**src/rtl/serial_sub_pkg.sv**
```systemverilog
// Shared definitions for the bit-serial subtractor.
package serial_sub_pkg;

    // Controller states; the unused code 2'd3 falls back to S_IDLE.
    typedef enum logic [1:0] {
        S_IDLE  = 2'd0,
        S_SHIFT = 2'd1,
        S_DONE  = 2'd2
    } state_e;

endpackage

```
**src/rtl/serial_sub_fs_cell.sv**
```systemverilog
// Combinational full subtractor: d = a - b - bin, built from two
// half-subtractor stages whose borrows are ORed together.
module fs_cell (
    input  logic a_in,
    input  logic b_in,
    input  logic bin_in,
    output logic diff_out,
    output logic borrow_out
);

    logic d1, b1, b2;

    // Stage 1: a - b
    assign d1 = a_in ^ b_in;
    assign b1 = ~a_in & b_in;

    // Stage 2: (a - b) - bin
    assign diff_out   = d1 ^ bin_in;
    assign b2         = ~d1 & bin_in;
    assign borrow_out = b1 | b2;

endmodule

```
**src/rtl/serial_sub.sv**
```systemverilog
// Bit-serial unsigned subtractor: diff = a - b, one bit per cycle LSB
// first, through a single full-subtractor cell and a registered borrow.
module serial_sub
    import serial_sub_pkg::*;
#(
    parameter int WIDTH = 8
) (
    input  logic             clk_in,
    input  logic             rst_in,
    input  logic             start_in,
    input  logic [WIDTH-1:0] a_in,
    input  logic [WIDTH-1:0] b_in,
    output logic             ready_out,
    output logic             busy_out,
    output logic             done_out,
    output logic [WIDTH-1:0] diff_out,
    output logic             borrow_out
);

    localparam int CNT_W = $clog2(WIDTH);

    state_e             state_q;
    logic [WIDTH-1:0]   a_sr_q, b_sr_q, res_sr_q;
    logic [WIDTH-1:0]   diff_q;
    logic               brw_q, borrow_q, done_q;
    logic [CNT_W-1:0]   cnt_q;

    logic               d_bit, bo_bit;
    logic               last_bit;
    logic [WIDTH-1:0]   res_next;

    fs_cell u_fs (
        .a_in      (a_sr_q[0]),
        .b_in      (b_sr_q[0]),
        .bin_in    (brw_q),
        .diff_out  (d_bit),
        .borrow_out(bo_bit)
    );

    assign last_bit = (cnt_q == CNT_W'(WIDTH - 1));
    // Result register with the bit produced this cycle shifted in at the MSB.
    assign res_next = {d_bit, res_sr_q[WIDTH-1:1]};

    assign ready_out  = (state_q == S_IDLE);
    assign busy_out   = (state_q == S_SHIFT);
    assign done_out   = done_q;
    assign diff_out   = diff_q;
    assign borrow_out = borrow_q;

    // Controller, datapath shift registers and result holding registers.
    always_ff @(posedge clk_in or posedge rst_in) begin
        if (rst_in) begin
            state_q  <= S_IDLE;
            a_sr_q   <= '0;
            b_sr_q   <= '0;
            res_sr_q <= '0;
            brw_q    <= 1'b0;
            cnt_q    <= '0;
            diff_q   <= '0;
            borrow_q <= 1'b0;
            done_q   <= 1'b0;
        end else begin
            case (state_q)
                S_IDLE: begin
                    done_q <= 1'b0;
                    if (start_in) begin
                        a_sr_q  <= a_in;
                        b_sr_q  <= b_in;
                        brw_q   <= 1'b0;
                        cnt_q   <= '0;
                        state_q <= S_SHIFT;
                    end
                end
                S_SHIFT: begin
                    a_sr_q   <= a_sr_q >> 1;
                    b_sr_q   <= b_sr_q >> 1;
                    res_sr_q <= res_next;
                    brw_q    <= bo_bit;
                    cnt_q    <= cnt_q + 1'b1;
                    if (last_bit) begin
                        // Publish including the bit computed on this edge.
                        diff_q   <= res_next;
                        borrow_q <= bo_bit;
                        done_q   <= 1'b1;
                        state_q  <= S_DONE;
                    end
                end
                S_DONE: begin
                    done_q  <= 1'b0;
                    state_q <= S_IDLE;
                end
                default: begin
                    done_q  <= 1'b0;
                    state_q <= S_IDLE;
                end
            endcase
        end
    end

endmodule

```
**config.mk**
```make
export PLATFORM = sky130hd
export DESIGN_NAME = serial_sub
export DESIGN_NICKNAME = d
export VERILOG_FILES = /design/src/rtl/serial_sub_pkg.sv /design/src/rtl/serial_sub_fs_cell.sv /design/src/rtl/serial_sub.sv
export SDC_FILE = /design/constraint.sdc
export NUM_CORES = 1
export LEC_CHECK = 0
export CORE_AREA = 2 2 62 69
export CTS_CLUSTER_DIAMETER = 100
export CTS_CLUSTER_SIZE = 20
export DETAILED_ROUTE_END_ITERATION = 6
export DIE_AREA = 0 0 64 71
export PLACE_DENSITY = 0.65
export SKIP_LAST_GASP = 1
export SLEW_MARGIN = 40
export SYNTH_ARGS = -nofsm -noshare
export SYNTH_HDL_FRONTEND = slang
export SYNTH_HIERARCHICAL = 1
export SYNTH_SLANG_ARGS = --single-unit
```
**constraint.sdc**
```tcl
create_clock -name clk_in -period 1.67 [get_ports clk_in]
set_input_delay 0.334 -clock clk_in [delete_from_list [all_inputs] [get_ports clk_in]]
set_output_delay 0.334 -clock clk_in [all_outputs]
set_load 0.02 [all_outputs]
```
# Word level (Yosys, flattened, before mapping)
# Cells that the tools add are included.
# totals
ff_bits,40
wordCells,39
out_inout_bits,12
# classes
eq_ne,4
n_reduce_logical,5
mux,13
bitwise_logic,7
addsub,1
# op_table
op,n
$pmux 8 s2,2
$mux 8,2
$pmux 3 s2,1
$reduce_and 2->1,3
$mux 2,2
$pmux 2 s2,1
$add 3x1->3 const B,1
$eq 3x3->1 const B,1
$mux 1,3
$mux 3,1
$and 1x1->1,2
$eq 2x1->1 const B,1
$logic_not 2->1,1
$ne 2x1->1 const B,1
$ne 2x2->1 const B,1
$not 1->1,2
$pmux 1 s2,1
$reduce_bool 2->1,1
$xor 1x1->1,2
$or 1x1->1,1

# Logic depth before layout (Yosys ltp)
# Gate-level depths: netlist of the first run.
# logic_depth
depth_word,5
mapped_depth,5

# Cells and area by module
# Netlist of the first run, hierarchy kept.
# modules_own_cells
mod,instances,seq_area_each_um2,area_each_um2,cells_per_inst
serial_sub,1,975.9,1635.3,139
fs_cell,1,0.0,31.3,4

# Worst setup path before layout of the first run
# Ideal clock, no wire load.
# synth_timing
path_type,reg-to-reg
startpoint,reg cnt_q[0]
endpoint,"reg borrow_q, in the netlist borrow_out"
n_path_buf,0
stages_incl_launch_ff,5
arrival_ns,1.262
setup_slack_ns,0.283
period_less_slack_ns,1.387
setup_ns,0.125
required_ns,1.545
path_cell_list,dfrtp_1 > ha_1 > ha_1 > nand2_2 > mux2_2
# synth_between
elab_chain_cells,2
# synth_rtl
item,line,rtl
from (decl),serial_sub.sv:26,logic [CNT_W-1:0] cnt_q;
from (signal assigned),serial_sub.sv:79,cnt_q <= cnt_q + 1'b1;
$eq 3x3->1,serial_sub.sv:40,assign last_bit = (cnt_q == CNT_W'(WIDTH - 1));
$reduce_and 2->1 (no line),n/a,
to (signal assigned),serial_sub.sv:83,borrow_q <= bo_bit;
to (decl),serial_sub.sv:25,"logic brw_q, borrow_q, done_q;"
# Every way passes these cells.
# A chain may end at the register's enable or synchronous reset.

# Worst setup path in the final report of the first run
# layout_timing
startpoint,reg state_q[1]
endpoint,out busy_out
# layout_between
elab_chain_cells,1
# layout_rtl
item,line,rtl
from (decl),serial_sub.sv:22,state_e state_q;
from (signal assigned),serial_sub.sv:53,state_q <= S_IDLE;
from (signal assigned),serial_sub.sv:71,state_q <= S_SHIFT;
from (signal assigned),serial_sub.sv:85,state_q <= S_DONE;
$eq 2x1->1,serial_sub.sv:45,assign busy_out = (state_q == S_SHIFT);
to (decl),serial_sub.sv:14,"output logic busy_out,"
# Every way passes these cells.

==> metrics.csv, run 1 <==
stage,metric,value,unit
cts,clock transition at the registers of the reported paths,0.08,ns
sta,RSZ-0062 raised after global routing,no,
critical_path,number of buffers and inverters on the critical path,2,
cts,post-cts gate resize count,2,
yosys,warning count from the yosys run,6,
yosys,synthesis-stage register bit count,39,
sta,number of pins exceeding their max-slew limit in the final report,0,
routing,initial DRC count,57,
grt,maximum number of pins on one net before global-route repair,40,
status,result of the run,"finished, final reports clean",
routing,total DRC errors in the routed layout,0,
sta,transition time at the pin with the least slew margin,0.3601,ns
power_and_ir_drop,static leakage,0.001024,uW
sta,post-layout minimum cycle time,1.597,ns
place,total cell area at the placement stage,2102,sq um
routing,number of antenna-violating nets in the routed design,0,
floorplan,Placement Rows,24,
critical_path,element type at the critical path end,output port,
routing,routed length on met1,1.384,mm
cts,worst-skew pair later-pin latency,0.29,ns
power_and_ir_drop,part of the power in registers,38.0,%
critical_path,ordered cell list for the critical path,nand2b_1 -> inv_1 -> clkdlybuf4s15_1,
cts,clock tree from TritonCTS,done,
sta,total negative slack,0,ns
sta,Slew HR,75.94,%
routing,number of iterations in the first detailed-routing pass,4,
yosys,share of async-settable or async-resettable flops after synthesis,100.0,%
yosys,Post-synth top flop,sky130_fd_sc_hd__dfrtp_1,
critical_path,type of element launching the critical path,flop,
routing,detailed route wirelength on metal2,1.693,mm
place,DPL Wire Length,2.439,mm
cts,maximum root-to-sink buffer count,2,
finish,Synth-to-Final Area Change,34.31,%
power_and_ir_drop,cell internal power dissipation,2873,uW
cts,number of buffers inserted during clock tree synthesis,5,
finish,antenna cells,0,
sta,fraction of the cycle the final worst path needs,95.63,%
power_and_ir_drop,Net Switching,1408,uW
critical_path,slowest cell delay on critical path,0.42,ns
critical_path,Reg-to-Reg Start,cnt_q[0],
grt,number of global-route vias before repair,1262,
critical_path,biggest fanout along the worst timing path,4,
power_and_ir_drop,Switching Fraction,32.89,%
yosys,most instantiated library cell after synthesis,sky130_fd_sc_hd__dfrtp_1,
finish,share of layout cells above drive strength 1,17.65,%
yosys,share of the synthesized area in the top cell type,58.56,%
finish,final instance area,2238,sq um
critical_path,launch point of the worst path,state_q[1],
critical_path,Required @ worst endpoint,1.34,ns
place,count of input and output buffers,30,
floorplan,die outline area,4544,sq um
yosys,number of enable-type register cells in the synthesized netlist,0,
yosys,cell type with the highest aggregate area in the netlist,sky130_fd_sc_hd__dfrtp_1,
routing,Routed wire per std cell,13.66,um
power_and_ir_drop,power density relative to cell area,1912,nW/um^2
finish,number of nets in the layout,208,
grt,overall global routing resource usage,16.24,%
floorplan,y dimension of the die,71,um
power_and_ir_drop,share of total power in combinational logic,40.2,%
critical_path,data arrival time at the worst-slack endpoint,1.26,ns
sta,Fmax achieved,626.2,MHz
power_and_ir_drop,clock power share,21.8,%
routing,routed wl met3,150,um
power_and_ir_drop,highest ir drop seen on vdd,0.8015,mV
floorplan,initial core utilization,43.02,%
yosys,Netlist Area Pre-Place,1667,sq um
cts,Clock Root Buffer,sky130_fd_sc_hd__clkbuf_8,
yosys,post-synthesis average cell area,11.65,sq um
grt,global-route wire length before repair,5.782,mm
yosys,synthesized instance count,143,
cts,CTS sink count,39,
critical_path,category of the critical setup timing path,reg2out,
sta,Fin. Hold Viols,0,
sta,Final setup viols,0,
floorplan,die extent in x,64,um
routing,number of vias after detailed routing,1215,
critical_path,"Max stage delay cell, worst path",sky130_fd_sc_hd__dfrtp_1,
place,Routability Congestion,0.7901,
yosys,Post-Syn Nets,165,
yosys,sequential fraction of the synthesis area,58.56,%
floorplan,core box area,3874,sq um
grt,antenna violations before repair,0,
yosys,synth top area cells,"sky130_fd_sc_hd__dfrtp_1, sky130_fd_sc_hd__o22a_1, sky130_fd_sc_hd__mux2_2",
yosys,top cells by instance count after synthesis,"sky130_fd_sc_hd__dfrtp_1, sky130_fd_sc_hd__nand2_1, sky130_fd_sc_hd__o22a_1",
floorplan,Ports,31,
routing,detailed-route vias per instance,5.084,
yosys,number of distinct library cells after synthesis,33,
min_path,worst min-delay path category,in2async,
cts,hold-fix buffers at CTS,0,
grt,gr ovfl total,0,
routing,routed wire length,3.265,mm
run,MaxCap Viol Count,0,
cts,post-CTS setup-driven buffer insertion count,0,
routing,max layer used,met4,
cts,number of H-tree branching levels,2,
critical_path,cell family with the largest share of critical-path delay,flip-flops,
sta,Layout Skew,0.007615,ns
power_and_ir_drop,Total Power,4281,uW
worst paths after layout:
| kind | cells after the start | slack, ns | end |
|---|---|---|---|
| worst max-delay path | 3 | 0.07 | busy_out |
| worst min-delay path | 3 | 0.41 | res_sr_q[4] |
| worst max register to register | 4 | 0.16 | diff_out[3] |
| worst min register to register | 2 | 0.50 | res_sr_q[1] |
| max in group asynchronous | 3 | 1.07 | a_sr_q[4] |
| min in group clk_in | 2 | 0.50 | res_sr_q[1] |
routing by layer:
metal | global-route usage [%] | vias to the layer above
met4 | 5.072 | 0
met3 | 4.452 | 3
met5 | 0 | -
li1 | - | 583
met1 | 19.90 | 598
met2 | 27.78 | 31
cells in the final DEF (no fill, tap or decap), types with 2 or more instances in the layout:
master / instances
sky130_fd_sc_hd__a22o_1: 3
sky130_fd_sc_hd__dfrtp_1: 39
sky130_fd_sc_hd__clkdlybuf4s50_1: 28
sky130_fd_sc_hd__bufinv_16: 2
sky130_fd_sc_hd__clkbuf_8: 5
sky130_fd_sc_hd__clkdlybuf4s15_1: 2
sky130_fd_sc_hd__a221o_1: 2
sky130_fd_sc_hd__ha_1: 2
sky130_fd_sc_hd__nor2_1: 4
sky130_fd_sc_hd__nor2b_1: 2
sky130_fd_sc_hd__mux2_2: 9
sky130_fd_sc_hd__inv_1: 9
sky130_fd_sc_hd__o21ai_1: 2
sky130_fd_sc_hd__o21ai_0: 3
sky130_fd_sc_hd__o22a_1: 16
sky130_fd_sc_hd__buf_4: 11
sky130_fd_sc_hd__nand2b_1: 4
sky130_fd_sc_hd__a21oi_1: 2
sky130_fd_sc_hd__nand2_1: 25
area by class of cell:
type	count	area (sq um)
timing repair buffer	42	402.9
tap	52	65.06
fill	363	1635
inverter	10	37.54
clock buffer	5	68.82
clock inverter	3	67.56
multi-input combinational	88	620.6
sequential	39	975.9
worst reg2reg max path: cells and delay by family (launching register included):
family	cells	cell delay [ns]
fa+ha+maj	2	0.41
flops	1	0.40
mux	1	0.37
simple gates	1	0.21
per-stage QoR:
stage / setup slack, ns / hold WS [ns] / cells / utilization (%)
floorplan: 0.2829 / 0.4418 / 143 / -
global placement: 0.04182 / 0.4587 / 231 / 54.26
detailed placement: 0.05636 / 0.4871 / 231 / 54.26
CTS: 0.03164 / 0.4139 / 239 / 57.72
global route: 0.001413 / 0.4310 / 239 / 57.78
finish: 0.07305 / 0.4058 / 239 / 57.78
kinds of logic after synthesis:
family / share of synthesized area [%]
buffers and inverters: 4.203
multiplexers: 6.081
flip-flops: 58.56
AND/OR/NAND/NOR: 11.56
AO/OA/AOI/OAI: 16.89
adder cells (fa/ha/maj): 2.703
power groups by stage:
stage                     clock, uW  sequential [uW]  combinational [uW]
after floorplan                   0             1710                1030
after global placement            0             1620                1710
after detailed placement          0             1650                1760
after CTS                       955             1630                1750
after global routing           1010             1690                1900
final                           934             1630                1720
state kept, by name, indices dropped and copies added, names as in the netlist:
register    cells
a_sr_q          8
b_sr_q          8
borrow_out      1
brw_q           1
cnt_q           3
diff_out        8
done_out        1
res_sr_q        7
state_q         2
No activity file was read; power rests on OpenSTA's default activity.
==> inputs of run 2 (changes only) <==
--- a/config.mk
+++ b/config.mk
@@ -5,15 +5,14 @@
 export SDC_FILE = /design/constraint.sdc
 export NUM_CORES = 1
 export LEC_CHECK = 0
-export CORE_AREA = 2 2 62 69
+export CORE_AREA = 2 2 64 72
 export CTS_CLUSTER_DIAMETER = 100
 export CTS_CLUSTER_SIZE = 20
 export DETAILED_ROUTE_END_ITERATION = 6
-export DIE_AREA = 0 0 64 71
-export PLACE_DENSITY = 0.65
+export DIE_AREA = 0 0 66 74
+export PLACE_DENSITY = 0.64
 export SKIP_LAST_GASP = 1
 export SLEW_MARGIN = 40
 export SYNTH_ARGS = -nofsm -noshare
 export SYNTH_HDL_FRONTEND = slang
-export SYNTH_HIERARCHICAL = 1
 export SYNTH_SLANG_ARGS = --single-unit
==> metrics.csv, run 2 <==
stage,metric,value,unit,change
status,result of the run,"finished, final reports clean",,unchanged
finish,number of nets in the layout,206,,was 208
floorplan,initial core utilization,42.87,%,was 43.02%
finish,sequential cell area in the final layout,975.9,sq um,unchanged
yosys,fraction of the mapped netlist area in simple logic gates,12.19,%,was 11.56%
sta,fraction of the cycle the final worst path needs,96.15,%,was 95.63%
critical_path,ordered cell list for the critical path,clkdlybuf4s50_1,,was nand2b_1 -> inv_1 -> clkdlybuf4s15_1
yosys,share of cell area taken by muxes after synthesis,12.26,%,was 6.081%
floorplan,Ports,31,,unchanged
critical_path,category of the critical setup timing path,reg2out,,unchanged
grt,overall global routing resource usage,16.44,%,was 16.24%
cts,clock tree from TritonCTS,done,,unchanged
floorplan,y dimension of the die,74,um,was 71 um
cts,CTS sink count,39,,unchanged
routing,number of vias after detailed routing,1215,,unchanged
sta,RSZ-0062 raised after global routing,no,,unchanged
yosys,warning count from the yosys run,0,,was 6
sta,Fin. Hold Viols,0,,unchanged
run,MaxCap Viol Count,0,,unchanged
finish,area of the multi-input gates,681.9,sq um,was 620.6 sq um
floorplan,core box area,4192,sq um,was 3874 sq um
grt,antenna violations before repair,0,,unchanged
grt,maximum number of pins on one net before global-route repair,40,,unchanged
sta,Layout Skew,0.002719,ns,was 0.007615 ns
cts,Clock Root Buffer,sky130_fd_sc_hd__clkbuf_8,,unchanged
sta,Fmax achieved,622.8,MHz,was 626.2 MHz
grt,number of global-route vias before repair,1269,,was 1262
yosys,sequential fraction of the synthesis area,54.32,%,was 58.56%
cts,clock transition at the registers of the reported paths,0.08,ns,about the same
routing,Routed wire per std cell,14.56,um,was 13.66 um
yosys,Netlist Area Pre-Place,1797,sq um,was 1667 sq um
cts,worst-skew pair later-pin latency,0.29,ns,about the same
grt,global-route wire length before repair,6.023,mm,was 5.782 mm
sta,number of pins exceeding their max-slew limit in the final report,0,,unchanged
routing,routed wire length,3.481,mm,was 3.265 mm
place,count of input and output buffers,30,,unchanged
yosys,share of the synthesized area in the top cell type,54.32,%,was 58.56%
finish,Layout Cells excl Fill,239,,unchanged
routing,total DRC errors in the routed layout,0,,unchanged
critical_path,setup slack of the most critical reg-to-reg path,0.10,ns,was 0.16 ns
power_and_ir_drop,power density relative to cell area,1889,nW/um^2,was 1912 nW/um^2
critical_path,cell family with the largest share of critical-path delay,buffers and inverters,,was flip-flops
critical_path,slowest cell delay on critical path,0.61,ns,was 0.42 ns
yosys,top cells by instance count after synthesis,"sky130_fd_sc_hd__dfrtp_1, sky130_fd_sc_hd__inv_1, sky130_fd_sc_hd__a221oi_1, sky130_fd_sc_hd__nor2_1, sky130_fd_sc_hd__nor3b_1",,"was sky130_fd_sc_hd__dfrtp_1, sky130_fd_sc_hd__nand2_1, sky130_fd_sc_hd__o22a_1"
yosys,number of distinct library cells after synthesis,26,,was 33
critical_path,r2r worst-path depth,4,,unchanged
power_and_ir_drop,static leakage,0.001073,uW,was 0.001024 uW
yosys,most instantiated library cell after synthesis,sky130_fd_sc_hd__dfrtp_1,,unchanged
power_and_ir_drop,highest ir drop seen on vdd,0.8296,mV,was 0.8015 mV
min_path,worst min-delay path category,in2async,,unchanged
yosys,synth top area cells,"sky130_fd_sc_hd__dfrtp_1, sky130_fd_sc_hd__mux2_4, sky130_fd_sc_hd__a221oi_1",,"was sky130_fd_sc_hd__dfrtp_1, sky130_fd_sc_hd__o22a_1, sky130_fd_sc_hd__mux2_2"
critical_path,Reg-to-Reg Start,cnt_q[0],,unchanged
critical_path,Required @ worst endpoint,1.34,ns,about the same
grt,gr ovfl total,0,,unchanged
finish,Synth-to-Final Area Change,29.39,%,was 34.31%
routing,number of iterations in the first detailed-routing pass,4,,unchanged
place,Routability Congestion,0.8161,,was 0.7901
critical_path,element type at the critical path end,output port,,unchanged
yosys,main combinational cell family by area after synthesis,multiplexers,,was compound AO/OA/AOI/OAI gates
routing,detailed-route vias per instance,5.084,,unchanged
yosys,post-synthesis average cell area,12.31,sq um,was 11.65 sq um
floorplan,die extent in x,66,um,was 64 um
critical_path,biggest fanout along the worst timing path,2,,was 4
yosys,share of async-settable or async-resettable flops after synthesis,100.0,%,unchanged
yosys,synthesis-stage register bit count,39,,unchanged
sta,post-layout minimum cycle time,1.606,ns,was 1.597 ns
cts,number of buffers inserted during clock tree synthesis,5,,unchanged
sta,Slew HR,44.42,%,was 75.94%
finish,share of layout cells above drive strength 1,21.08,%,was 17.65%
floorplan,die outline area,4884,sq um,was 4544 sq um
routing,number of antenna-violating nets in the routed design,0,,unchanged
routing,initial DRC count,42,,was 57
yosys,Post-synth top flop,sky130_fd_sc_hd__dfrtp_1,,unchanged
place,Placement Setup Slack,-0.1735,ns,was 0.05636 ns
finish,antenna cells,0,,unchanged
yosys,area share of fa/ha/maj cells after synthesis,2.507,%,was 2.703%
sta,setup slack of the critical path after layout,0.06437,ns,was 0.07305 ns
cts,maximum root-to-sink buffer count,2,,unchanged
finish,most common library cell in the layout ignoring fill and taps,sky130_fd_sc_hd__dfrtp_1,,unchanged
yosys,synthesized instance count,146,,was 143
critical_path,type of element launching the critical path,flop,,unchanged
critical_path,worst reg2reg endpoint,diff_out[7],,was diff_out[3]
yosys,number of enable-type register cells in the synthesized netlist,0,,unchanged
yosys,xor and xnor area share after synthesis,0,%,unchanged
critical_path,number of buffers and inverters on the critical path,1,,was 2
yosys,compound-gate portion of the synthesized area,11.00,%,was 16.89%
finish,count of filler cells inserted in the layout,382,,was 363
floorplan,Placement Rows,25,,was 24
place,DPL Wire Length,2.453,mm,was 2.439 mm
cts,number of H-tree branching levels,2,,unchanged
finish,"leading cell types in the layout, fill and taps excluded","sky130_fd_sc_hd__dfrtp_1, sky130_fd_sc_hd__clkdlybuf4s50_1, sky130_fd_sc_hd__inv_1",,"was sky130_fd_sc_hd__dfrtp_1, sky130_fd_sc_hd__clkdlybuf4s50_1, sky130_fd_sc_hd__nand2_1, sky130_fd_sc_hd__o22a_1, sky130_fd_sc_hd__buf_4"
critical_path,data arrival time at the worst-slack endpoint,1.27,ns,was 1.26 ns
cts,post-CTS setup-driven buffer insertion count,0,,unchanged
yosys,Post-Syn Nets,168,,was 165
place,Placed Instances,231,,unchanged
critical_path,"Max stage delay cell, worst path",sky130_fd_sc_hd__clkdlybuf4s50_1,,was sky130_fd_sc_hd__dfrtp_1
yosys,cell type with the highest aggregate area in the netlist,sky130_fd_sc_hd__dfrtp_1,,unchanged
sta,transition time at the pin with the least slew margin,0.8320,ns,was 0.3601 ns
sta,Final setup viols,0,,unchanged
## run 2: changes by cell type after synthesis, moves of 8 or more
cell / previous run / this run
sky130_fd_sc_hd__a221oi_1: 1 / 13
sky130_fd_sc_hd__inv_1: 9 / 20
sky130_fd_sc_hd__mux2_4: 0 / 8
sky130_fd_sc_hd__nand2_1: 25 / 1
sky130_fd_sc_hd__nor2_1: 4 / 13
sky130_fd_sc_hd__nor3b_1: 1 / 13
sky130_fd_sc_hd__o22a_1: 16 / 0
## run 2: final cells by class
cell class | count | area share (%)
clock buffers | 6 | 3.552
clock inverters | 2 | 1.507
inverters | 20 | 3.229
multi-input cells | 77 | 29.33
flip-flops and latches | 39 | 41.98
well taps | 54 | 2.906
repair buffers | 41 | 17.49
## run 2: metal layers
layer | wire [um] | part of all wire (%) | track usage, %
met4 | 40 | 1.1 | 5.442
met2 | 1707 | 49 | 27.95
met3 | 184 | 5.3 | 5.446
met1 | 1548 | 44 | 19.82
met5 | 0 | 0 | 0
## run 2: power by group
group	internal [uW]	switching (uW)	leakage, uW
Combinational	1070	856	0.000543
Clock	483	335	0.0000612
Sequential	1400	251	0.000469
Total	2950	1440	0.00107
## run 2: what timing repair did
action                                  4_1_cts  5_1_grt
pin swaps                                     0        0
gates resized for setup                       2        1
endpoints found under the setup margin        2        1
hold buffers                                  0        0
## run 2: worst max-delay path by stage
| stage | cells after the start | endpoint | slack, ns | start |
|---|---|---|---|---|
| global route | 1 | diff_out[7] | 0.01 | diff_out[7] |
| CTS | 3 | busy_out | 0.03 | state_q[1] |
| detailed placement | 3 | a_sr_q[1] | -0.17 | start_in |
| floorplan | 5 | diff_out[0] | 0.25 | cnt_q[0] |
| global placement | 3 | b_sr_q[2] | -0.13 | start_in |
| finish | 1 | diff_out[7] | 0.06 | diff_out[7] |
## run 2: logic make-up (layout without fill, tap and decap cells)
kind of cell	after synthesis	after routing
AO/OA/AOI/OAI	21	21
AND/OR/NAND/NOR	36	36
flip-flops	39	39
buffers and inverters	30	69
multiplexers	17	17
adder cells (fa/ha/maj)	3	3
## run 2: metrics by stage
step | area [sq um] | utilization [%] | power, uW | TNS [ns] | hold WS, ns
2_1_floorplan | 1797 | - | 2943 | 0 | 0.4561
3_3_place_gp | 2208 | 52.69 | 3557 | -1.346 | 0.4775
3_5_place_dp | 2208 | 52.69 | 3644 | -1.551 | 0.5000
4_1_cts | 2323 | 55.43 | 4454 | 0 | 0.3861
5_1_grt | 2325 | 55.46 | 4700 | 0 | 0.3987
6_report | 2325 | 55.46 | 4390 | 0 | 0.3849
